File: config.mk
export PLATFORM = sky130hd
export DESIGN_NAME = mp_enq_compactor
export DESIGN_NICKNAME = d
export VERILOG_FILES = /design/src/rtl/mp_enq_compactor.sv
export SDC_FILE = /design/constraint.sdc
export NUM_CORES = 1
export LEC_CHECK = 0
export CORE_MARGIN = 8
export CORE_UTILIZATION = 40
export CTS_BUF_LIST = sky130_fd_sc_hd__clkbuf_4 sky130_fd_sc_hd__clkbuf_8
export CTS_CLUSTER_DIAMETER = 40
export DETAILED_ROUTE_END_ITERATION = 6
export GPL_ROUTABILITY_DRIVEN = 0
export GPL_TIMING_DRIVEN = 0
export HOLD_SLACK_MARGIN = 0.02
export PLACE_DENSITY_LB_ADDON = 0.15
export SLEW_MARGIN = 10
export SYNTH_ARGS = -nofsm -noshare
export SYNTH_HDL_FRONTEND = slang
export SYNTH_SLANG_ARGS = --single-unit
File: constraint.sdc
create_clock -name clk -period 12.9 [get_ports clk]
set_clock_uncertainty 0.15 [all_clocks]
set_input_delay 2.58 -clock clk [delete_from_list [all_inputs] [get_ports clk]]
set_output_delay 2.58 -clock clk [all_outputs]
set_load 0.05 [all_outputs]
File: src/rtl/mp_enq_compactor.sv
// Sparse-to-dense enqueue compactor: packs valid input lanes into an ordered holding
// buffer and presents the oldest entries as a prefix-valid bundle to a multi-port FIFO.
module mp_enq_compactor #(
  parameter type payload_t = logic [3:0],
  parameter int  IN_WIDTH  = 4,
  parameter int  OUT_WIDTH = 4,
  parameter int  BUF_DEPTH = 8
) (
  input  logic                               clk,
  input  logic                               rst,
  input  logic     [IN_WIDTH-1:0]            in_vld_i,
  input  payload_t [IN_WIDTH-1:0]            in_payload_i,
  output logic     [IN_WIDTH-1:0]            in_rdy_o,
  output logic     [OUT_WIDTH-1:0]           out_vld_o,
  output payload_t [OUT_WIDTH-1:0]           out_payload_o,
  input  logic     [OUT_WIDTH-1:0]           out_rdy_i,
  output logic     [$clog2(BUF_DEPTH+1)-1:0] cnt_o,
  input  logic                               flush_i
);

  localparam int CW = $clog2(BUF_DEPTH + 1);
  localparam logic [CW-1:0] ONE     = CW'(1);
  localparam logic [CW:0]   DEPTH_X = (CW + 1)'(BUF_DEPTH);
  localparam logic [CW:0]   IN_X    = (CW + 1)'(IN_WIDTH);

  if (BUF_DEPTH < IN_WIDTH || BUF_DEPTH < OUT_WIDTH) begin : g_bad_cfg
    $error("mp_enq_compactor: BUF_DEPTH must be >= IN_WIDTH and >= OUT_WIDTH");
  end

  payload_t [BUF_DEPTH-1:0] slot_q, slot_d, shifted;
  logic     [CW-1:0]        cnt_q, cnt_d;
  logic     [CW-1:0]        k, m, base, off;
  logic     [CW:0]          room;
  logic                     accept;
  logic                     stop;
  logic     [CW-1:0]        lane_pos [IN_WIDTH];

  // Output side is a pure function of registered state: no input-to-output path.
  always_comb begin
    out_vld_o = '0;
    for (int i = 0; i < OUT_WIDTH; i++) begin
      out_vld_o[i] = (cnt_q > CW'(i));
    end
  end

  assign out_payload_o = slot_q[OUT_WIDTH-1:0];
  assign cnt_o         = cnt_q;

  // Only the leading run of fired lanes is consumed; later fires are ignored.
  always_comb begin
    k    = '0;
    stop = 1'b0;
    for (int i = 0; i < OUT_WIDTH; i++) begin
      if (!stop && out_vld_o[i] && out_rdy_i[i]) begin
        k = k + ONE;
      end else begin
        stop = 1'b1;
      end
    end
  end

  // Extra bit keeps the free-space sum from wrapping when the buffer is full.
  always_comb begin
    room   = DEPTH_X - {1'b0, cnt_q} + {1'b0, k};
    accept = (room >= IN_X);
  end

  assign in_rdy_o = {IN_WIDTH{accept}};

  always_comb begin
    m = '0;
    for (int i = 0; i < IN_WIDTH; i++) begin
      if (in_vld_i[i]) begin
        m = m + ONE;
      end
    end
  end

  assign base = cnt_q - k;

  // Each valid lane lands at base plus the number of valid lanes below it.
  always_comb begin
    off = '0;
    for (int i = 0; i < IN_WIDTH; i++) begin
      lane_pos[i] = base + off;
      if (in_vld_i[i]) begin
        off = off + ONE;
      end
    end
  end

  always_comb begin
    shifted = slot_q;
    for (int s = 1; s <= OUT_WIDTH; s++) begin
      if (k == CW'(s)) begin
        for (int j = 0; j < BUF_DEPTH - s; j++) begin
          shifted[j] = slot_q[j+s];
        end
      end
    end
  end

  always_comb begin
    slot_d = shifted;
    if (accept) begin
      for (int i = 0; i < IN_WIDTH; i++) begin
        for (int j = 0; j < BUF_DEPTH; j++) begin
          if (in_vld_i[i] && (lane_pos[i] == CW'(j))) begin
            slot_d[j] = in_payload_i[i];
          end
        end
      end
    end
  end

  // Flush wins over both dequeue and enqueue; slot data beyond cnt is don't-care.
  always_comb begin
    cnt_d = base;
    if (accept) begin
      cnt_d = base + m;
    end
    if (flush_i) begin
      cnt_d = '0;
    end
  end

  always_ff @(posedge clk) begin
    if (rst) begin
      cnt_q <= '0;
    end else begin
      cnt_q <= cnt_d;
    end
  end

  always_ff @(posedge clk) begin
    slot_q <= slot_d;
  end

endmodule

==> impl_metrics.ini, run 1 <==
[run_status]
status = complete, no violations

[yosys]
ys_warn_count = 0
syn_nets = 784
seq_area_frac_synth_pct = 14.2
ys_types = 87
synth-main-ff-cell = dfxtp_1
synthesis.area_um2 = 5340
syn_area_per_cell_um2 = 7.35
synth-edff-count = 4
synthArstFlopShare_pct = 0
ys_seq_elements = 36
yosysTopAreaCellShare_pct = 12.0
ys_top_cells_by_area = dfxtp_1 12%, ha_1 5.9%, mux2i_1 5.4%
synth.largest_area_cell = dfxtp_1
synthCells = 727

[clocking]
cts_tree = yes
clkLatencyLatePin_ns = 0.30
path_clk_slew_ns = 0.08
h-tree-depth = 2
cts.sinks = 36
numCtsBuffers = 5
cts_resized = 0
cts_root_buf = clkbuf_8
post_cts_buffers = 0
clock_path_buffers = 2
postCtsHoldBufs = 0

[sta]
slew-limit-headroom_pct = 29.9
tightest_slew_ns = 1.04
rsz0062_at_grt = false
fin_crit_ns = 12.12
finalCritPeriodShare_pct = 93.9
finalSetupViolations = 0
fin_ws_ns = 0.784
max_freq_mhz = 82.5
tns_ns = 0
slew_viol_final = 0
hold_viol = 0

[layout]
final_area_um2 = 6130
drive_gt1_share_pct = 7.66
nets = 839
area_growth_pct = 14.9
antenna_cells = 0

[worst_setup_path]
start_kind = primary input
critical_path.endpoint = in_rdy_o[2]
critPathMaxFanout = 13
path_buf_inv = 10
cp_num_cells = 23
critPathTopFamily = buffers and inverters
max_stage_delay_ns = 0.69
crit_chain = clkdlybuf4s50_1 -> nand3_1 -> inv_1 -> ha_1 -> nand3_1 -> xnor2_1 -> ha_1 -> o211ai_1 -> and3_1 -> o21ba_1 -> buf_6 -> clkbuf_1 -> clkbuf_1 -> ha_1 -> fa_1 -> xnor2_1 -> a31oi_1 -> a31oi_1 -> clkinv_1 -> clkbuf_1 -> buf_1 -> buf_4 -> clkdlybuf4s50_1
r2r_setup_slack_ns = 5.48
endpoint_kind = output port
cp-startpoint = out_rdy_i[0]
reg2reg_to = shifted[31]$_DFFE_PP_
critPathKind = in2out
cp_data_required_time_ns = 10.17
cp_slowest_cell = clkdlybuf4s50_1
reg2reg_depth = 21
r2r-start = cnt_o[2]$_SDFF_PP0_
arrival_ns = 9.39

[route]
remaining_drc_errors = 0
drtAntennaViolNets = 0
vias_per_cell = 6.68
drt_wl_total_mm = 22.2
drt_iter0_drc = 1212
wl_per_cell_um = 23.2
drt-pass1-iter-count = 6
vias = 6407

[job]
max-cap-violations = 0

[global_routing]
grtUsageTotal_pct = 24.4
grt_max_degree = 14
first_global_vias = 5788
antenna_found_initial = 0
grt_pass1_wl_mm = 34.0
grt_overflow = 0

[floorplanning]
design.core.area_um2 = 13100
die_area_um2 = 17300
die_height_um = 132
die-width_um = 132
row_count = 42
pin_count = 55
start_util_pct = 40.7

[hold_path]
hp-class = reg2reg

[placed_design]
portBuffers = 48
place_area_um2 = 6050
dp_hpwl_mm = 17.5
pre_cts_slack_ns = 0.860
==> metrics by stage <==
| step | util (%) | hold WS [ns] | std cells |
|---|---|---|---|
| 2_1_floorplan | - | 0.428 | 727 |
| 3_3_place_gp | 46.0 | 0.478 | 951 |
| 3_5_place_dp | 46.0 | 0.512 | 951 |
| 4_1_cts | 46.7 | 0.530 | 959 |
| 5_1_grt | 46.7 | 0.557 | 959 |
| 6_report | 46.7 | 0.548 | 959 |
==> how the worst min path moves through the flow <==
stage,startpoint,endpoint,slack [ns],depth (start not counted)
finish,slot_q[22]$_DFF_P_,slot_q[22]$_DFF_P_,0.55,2
detailed placement,slot_q[23]$_DFF_P_,slot_q[23]$_DFF_P_,0.51,2
CTS,slot_q[23]$_DFF_P_,slot_q[23]$_DFF_P_,0.53,2
floorplan,slot_q[23]$_DFF_P_,slot_q[23]$_DFF_P_,0.43,2
global placement,slot_q[23]$_DFF_P_,slot_q[23]$_DFF_P_,0.48,2
global route,slot_q[22]$_DFF_P_,slot_q[22]$_DFF_P_,0.56,2
==> cells in the final DEF (no fill, tap or decap), types with 8 or more instances in the layout <==
cell type / instances
inv_1: 37
and2_1: 16
nor2_1: 70
a222oi_1: 8
o21a_1: 13
nor3_1: 33
dfxtp_1: 32
a41oi_1: 8
ha_1: 25
nor4_1: 9
buf_4: 21
nand3_1: 27
buf_2: 9
o31a_1: 9
nand2_1: 45
o21ai_0: 18
o22ai_1: 15
o211ai_1: 8
clkdlybuf4s50_1: 48
a221oi_1: 12
mux2i_1: 29
o221ai_1: 16
a21oi_1: 47
and3_1: 8
clkbuf_1: 28
a31oi_1: 8
or3_1: 9
o31ai_1: 18
==> cells in the mapped netlist, types with 5 or more instances <==
| master | instances |
|---|---|
| a22oi_1 | 5 |
| nand3_1 | 27 |
| buf_2 | 9 |
| a21oi_1 | 47 |
| o21ai_1 | 5 |
| clkbuf_1 | 28 |
| nand3b_1 | 5 |
| o31a_1 | 9 |
| o22a_1 | 7 |
| fa_1 | 5 |
| o31ai_1 | 18 |
| nand4_1 | 5 |
| nor3_1 | 33 |
| a221oi_1 | 12 |
| a211o_1 | 6 |
| nor4_1 | 9 |
| inv_1 | 37 |
| dfxtp_1 | 32 |
| nand2_1 | 45 |
| o221ai_1 | 16 |
| nor2_1 | 70 |
| or3_1 | 9 |
| o22ai_1 | 15 |
| o21a_1 | 13 |
| buf_4 | 21 |
| a41oi_1 | 8 |
| and3b_1 | 6 |
| o2bb2ai_1 | 5 |
| o21ai_0 | 18 |
| o211ai_1 | 8 |
| a31oi_1 | 8 |
| xnor2_1 | 7 |
| and2_1 | 16 |
| mux2i_1 | 29 |
| a222oi_1 | 8 |
| ha_1 | 25 |
| and3_1 | 8 |
==> cells by family (layout without fill, tap and decap cells) <==
family	count (synthesis)	count (layout)	synth area share, %
xor+xnor	14	14	2.83
simple gates	254	254	24.4
flops	36	36	14.2
buf+inv	104	160	9.14
other cells	1	1	0.0702
mux	31	31	5.86
compound gates	256	256	35.6
fa+ha+maj	31	31	7.92
==> cell type report <==
| class | instances | area (µm²) |
|---|---|---|
| buffer | 63 | 334 |
| clock buffer | 5 | 68.8 |
| clock inverter | 3 | 18.8 |
| fill | 1336 | 7000 |
| inverter | 41 | 154 |
| multi-input combinational | 587 | 4100 |
| sequential | 36 | 761 |
| tap | 176 | 220 |
| timing repair buffer | 48 | 480 |
==> tightest hold or removal path, cell delays in order, from the launching register on <==
cell and delay (ns):
dfxtp_1 0.42, o221ai_1 0.15, o211ai_1 0.09
==> flip-flops by register name, indices dropped and copies added (netlist names) <==
register / flops
slot_q: 12
shifted: 4
cnt_o: 4
out_payload_o: 16
==> layer usage <==
layer	vias to the layer above	global-route usage, %	wire length, µm
li1	2903	-	-
met1	2976	32.1	9130
met2	442	38.9	9840
met3	86	3.54	2200
met4	0	10.6	1070
met5	-	0	0
Power of run 1 is not shown: default switching activity piles up to over one toggle a cycle in this logic, so the estimate is an artifact.
==> inputs of run 2 (changes only) <==
--- a/config.mk
+++ b/config.mk
@@ -14,6 +14,7 @@
 export GPL_TIMING_DRIVEN = 0
 export HOLD_SLACK_MARGIN = 0.02
 export PLACE_DENSITY_LB_ADDON = 0.15
+export SETUP_SLACK_MARGIN = 0.15
 export SLEW_MARGIN = 10
 export SYNTH_ARGS = -nofsm -noshare
 export SYNTH_HDL_FRONTEND = slang
==> results of run 2 <==
Final layout, timing and power as in run 1 (identical DEF).
Power of run 2 is left out for the same reason.
==> inputs of run 3 (changes only) <==
==> constraint.sdc (replaced) <==
create_clock -name clk -period 12 [get_ports clk]
set_clock_uncertainty 0.15 [all_clocks]
set_input_delay 2.4 -clock clk [delete_from_list [all_inputs] [get_ports clk]]
set_output_delay 2.4 -clock clk [all_outputs]
set_load 0.05 [all_outputs]
==> run 3 against run 2 <==
Net effect:
- the run now ends with design-rule violations left
- sequential share of layout area about the same
- flip-flop and latch count unchanged
- global-route usage unchanged
- worst hold slack got worse by 0.0012 ns
- critical endpoint unchanged
- via count decreased by 0.53%
- register-to-register slack got worse by 0.88 ns
- critical path type unchanged
==> impl_metrics.ini, run 3 (synthesized netlist as in run 1, its figures left out) <==
[sta]
tightest_slew_ns = 1.09
hold_viol = 0
rsz0062_at_grt = false
fin_crit_ns = 11.43
finalSetupViolations = 0
tns_ns = 0
fin_ws_ns = 0.568
max_freq_mhz = 87.5
slew-limit-headroom_pct = 27.1
finalCritPeriodShare_pct = 95.3
slew_viol_final = 0

[route]
drtAntennaViolNets = 0
wl_met1_mm = 9.12
vias = 6373
wl_met2_mm = 9.64
wl_met3_mm = 2.22
wl_per_cell_um = 23.1
drt-pass1-iter-count = 7
vias_per_cell = 6.65
remaining_drc_errors = 4
drt_wl_total_mm = 22.2
drt_iter0_drc = 1161
routed.top_layer = met4

[hold_path]
hp-class = reg2reg
hp-start = slot_q[22]$_DFF_P_

[layout]
drive_gt1_share_pct = 7.92
final_cell_mix = 70 x nor2_1, 48 x clkdlybuf4s50_1, 47 x a21oi_1, 45 x nand2_1, 37 x inv_1
area_growth_pct = 15.0
antenna_cells = 0
nets = 839
final_util_pct = 46.8
fill_cells = 1336
final_common_cell = nor2_1
largest_register_ffs = 16

[global_routing]
grtUsageTotal_pct = 24.4
antenna_found_initial = 0
grt_overflow = 0
grt_max_degree = 14
grt_pass1_wl_mm = 34.0
first_global_vias = 5788

[worst_setup_path]
r2r-start = cnt_o[2]$_SDFF_PP0_
endpoint_kind = output port
arrival_ns = 8.88
start_kind = primary input
critPathMaxFanout = 13
cp_data_required_time_ns = 9.45
cp-startpoint = out_rdy_i[0]
critPathKind = in2out

[clocking]
postCtsHoldBufs = 0
cts_tree = yes
numCtsBuffers = 5
path_clk_slew_ns = 0.08
clock_path_buffers = 2
cts_root_buf = clkbuf_8
cts.sinks = 36
clkLatencyLatePin_ns = 0.30
h-tree-depth = 2

[floorplanning]
start_util_pct = 40.7
die-width_um = 132
die_height_um = 132
die_area_um2 = 17300
design.core.area_um2 = 13100
pin_count = 55
row_count = 42

[run_status]
violations = design-rule violations
status = finished, violations left

[job]
max-cap-violations = 0

[placed_design]
pre_cts_slack_ns = 0.320
dp_hpwl_mm = 17.5
portBuffers = 48
## run 3: final timing paths
check	endpoint	slack, ns	cells after the start
worst max register to register	shifted[31]$_DFFE_PP_	4.60	21
worst min register to register	slot_q[22]$_DFF_P_	0.55	2
worst max-delay path	in_rdy_o[2]	0.57	23
worst min-delay path	slot_q[22]$_DFF_P_	0.55	2
## run 3: routing by layer
layer  vias up  global-route usage, %
met1      2947                   32.1
met2       435                   38.9
met4         0                   10.6
li1       2897                      -
met3        94                   3.54
met5         -                      0
## run 3: per-stage QoR
step	cells	hold slack (ns)	cell area, µm²
after floorplan	727	0.428	5340
after global placement	951	0.478	6040
after detailed placement	951	0.512	6050
after CTS	959	0.530	6130
after global routing	959	0.557	6140
final	959	0.547	6140
## run 3: layout make-up
type	instances	area (µm²)	area share, %
multi-input cells	587	4100	66.8
plain buffers	63	335	5.46
flip-flops and latches	36	761	12.4
repair buffers	48	480	7.82
clock inverters	3	18.8	0.306
clock buffers	5	68.8	1.12
inverters	41	154	2.51
well taps	176	220	3.59
## run 3: critical path: stages
cell and delay [ns]:
clkdlybuf4s50_1 0.47, nand3_1 0.10, inv_1 0.07, ha_1 0.29
nand3_1 0.13, xnor2_1 0.15, ha_1 0.20, o211ai_1 0.12
and3_1 0.18, o21ba_1 0.16, buf_6 0.15, clkbuf_1 0.40
clkbuf_1 0.44, ha_1 0.44, fa_1 0.54, nor4_1 0.19
a31oi_1 0.09, a31oi_2 0.49, clkinv_1 0.37, clkbuf_1 0.31
clkbuf_2 0.30, buf_4 0.20, clkdlybuf4s50_1 0.69
## run 3: timing repair
item,in CTS,in global routing
gates resized for setup,0,2
hold endpoints to repair,0,0
endpoints found under the setup margin,0,4
setup buffers,0,0
Power of run 3 is left out for the same reason.
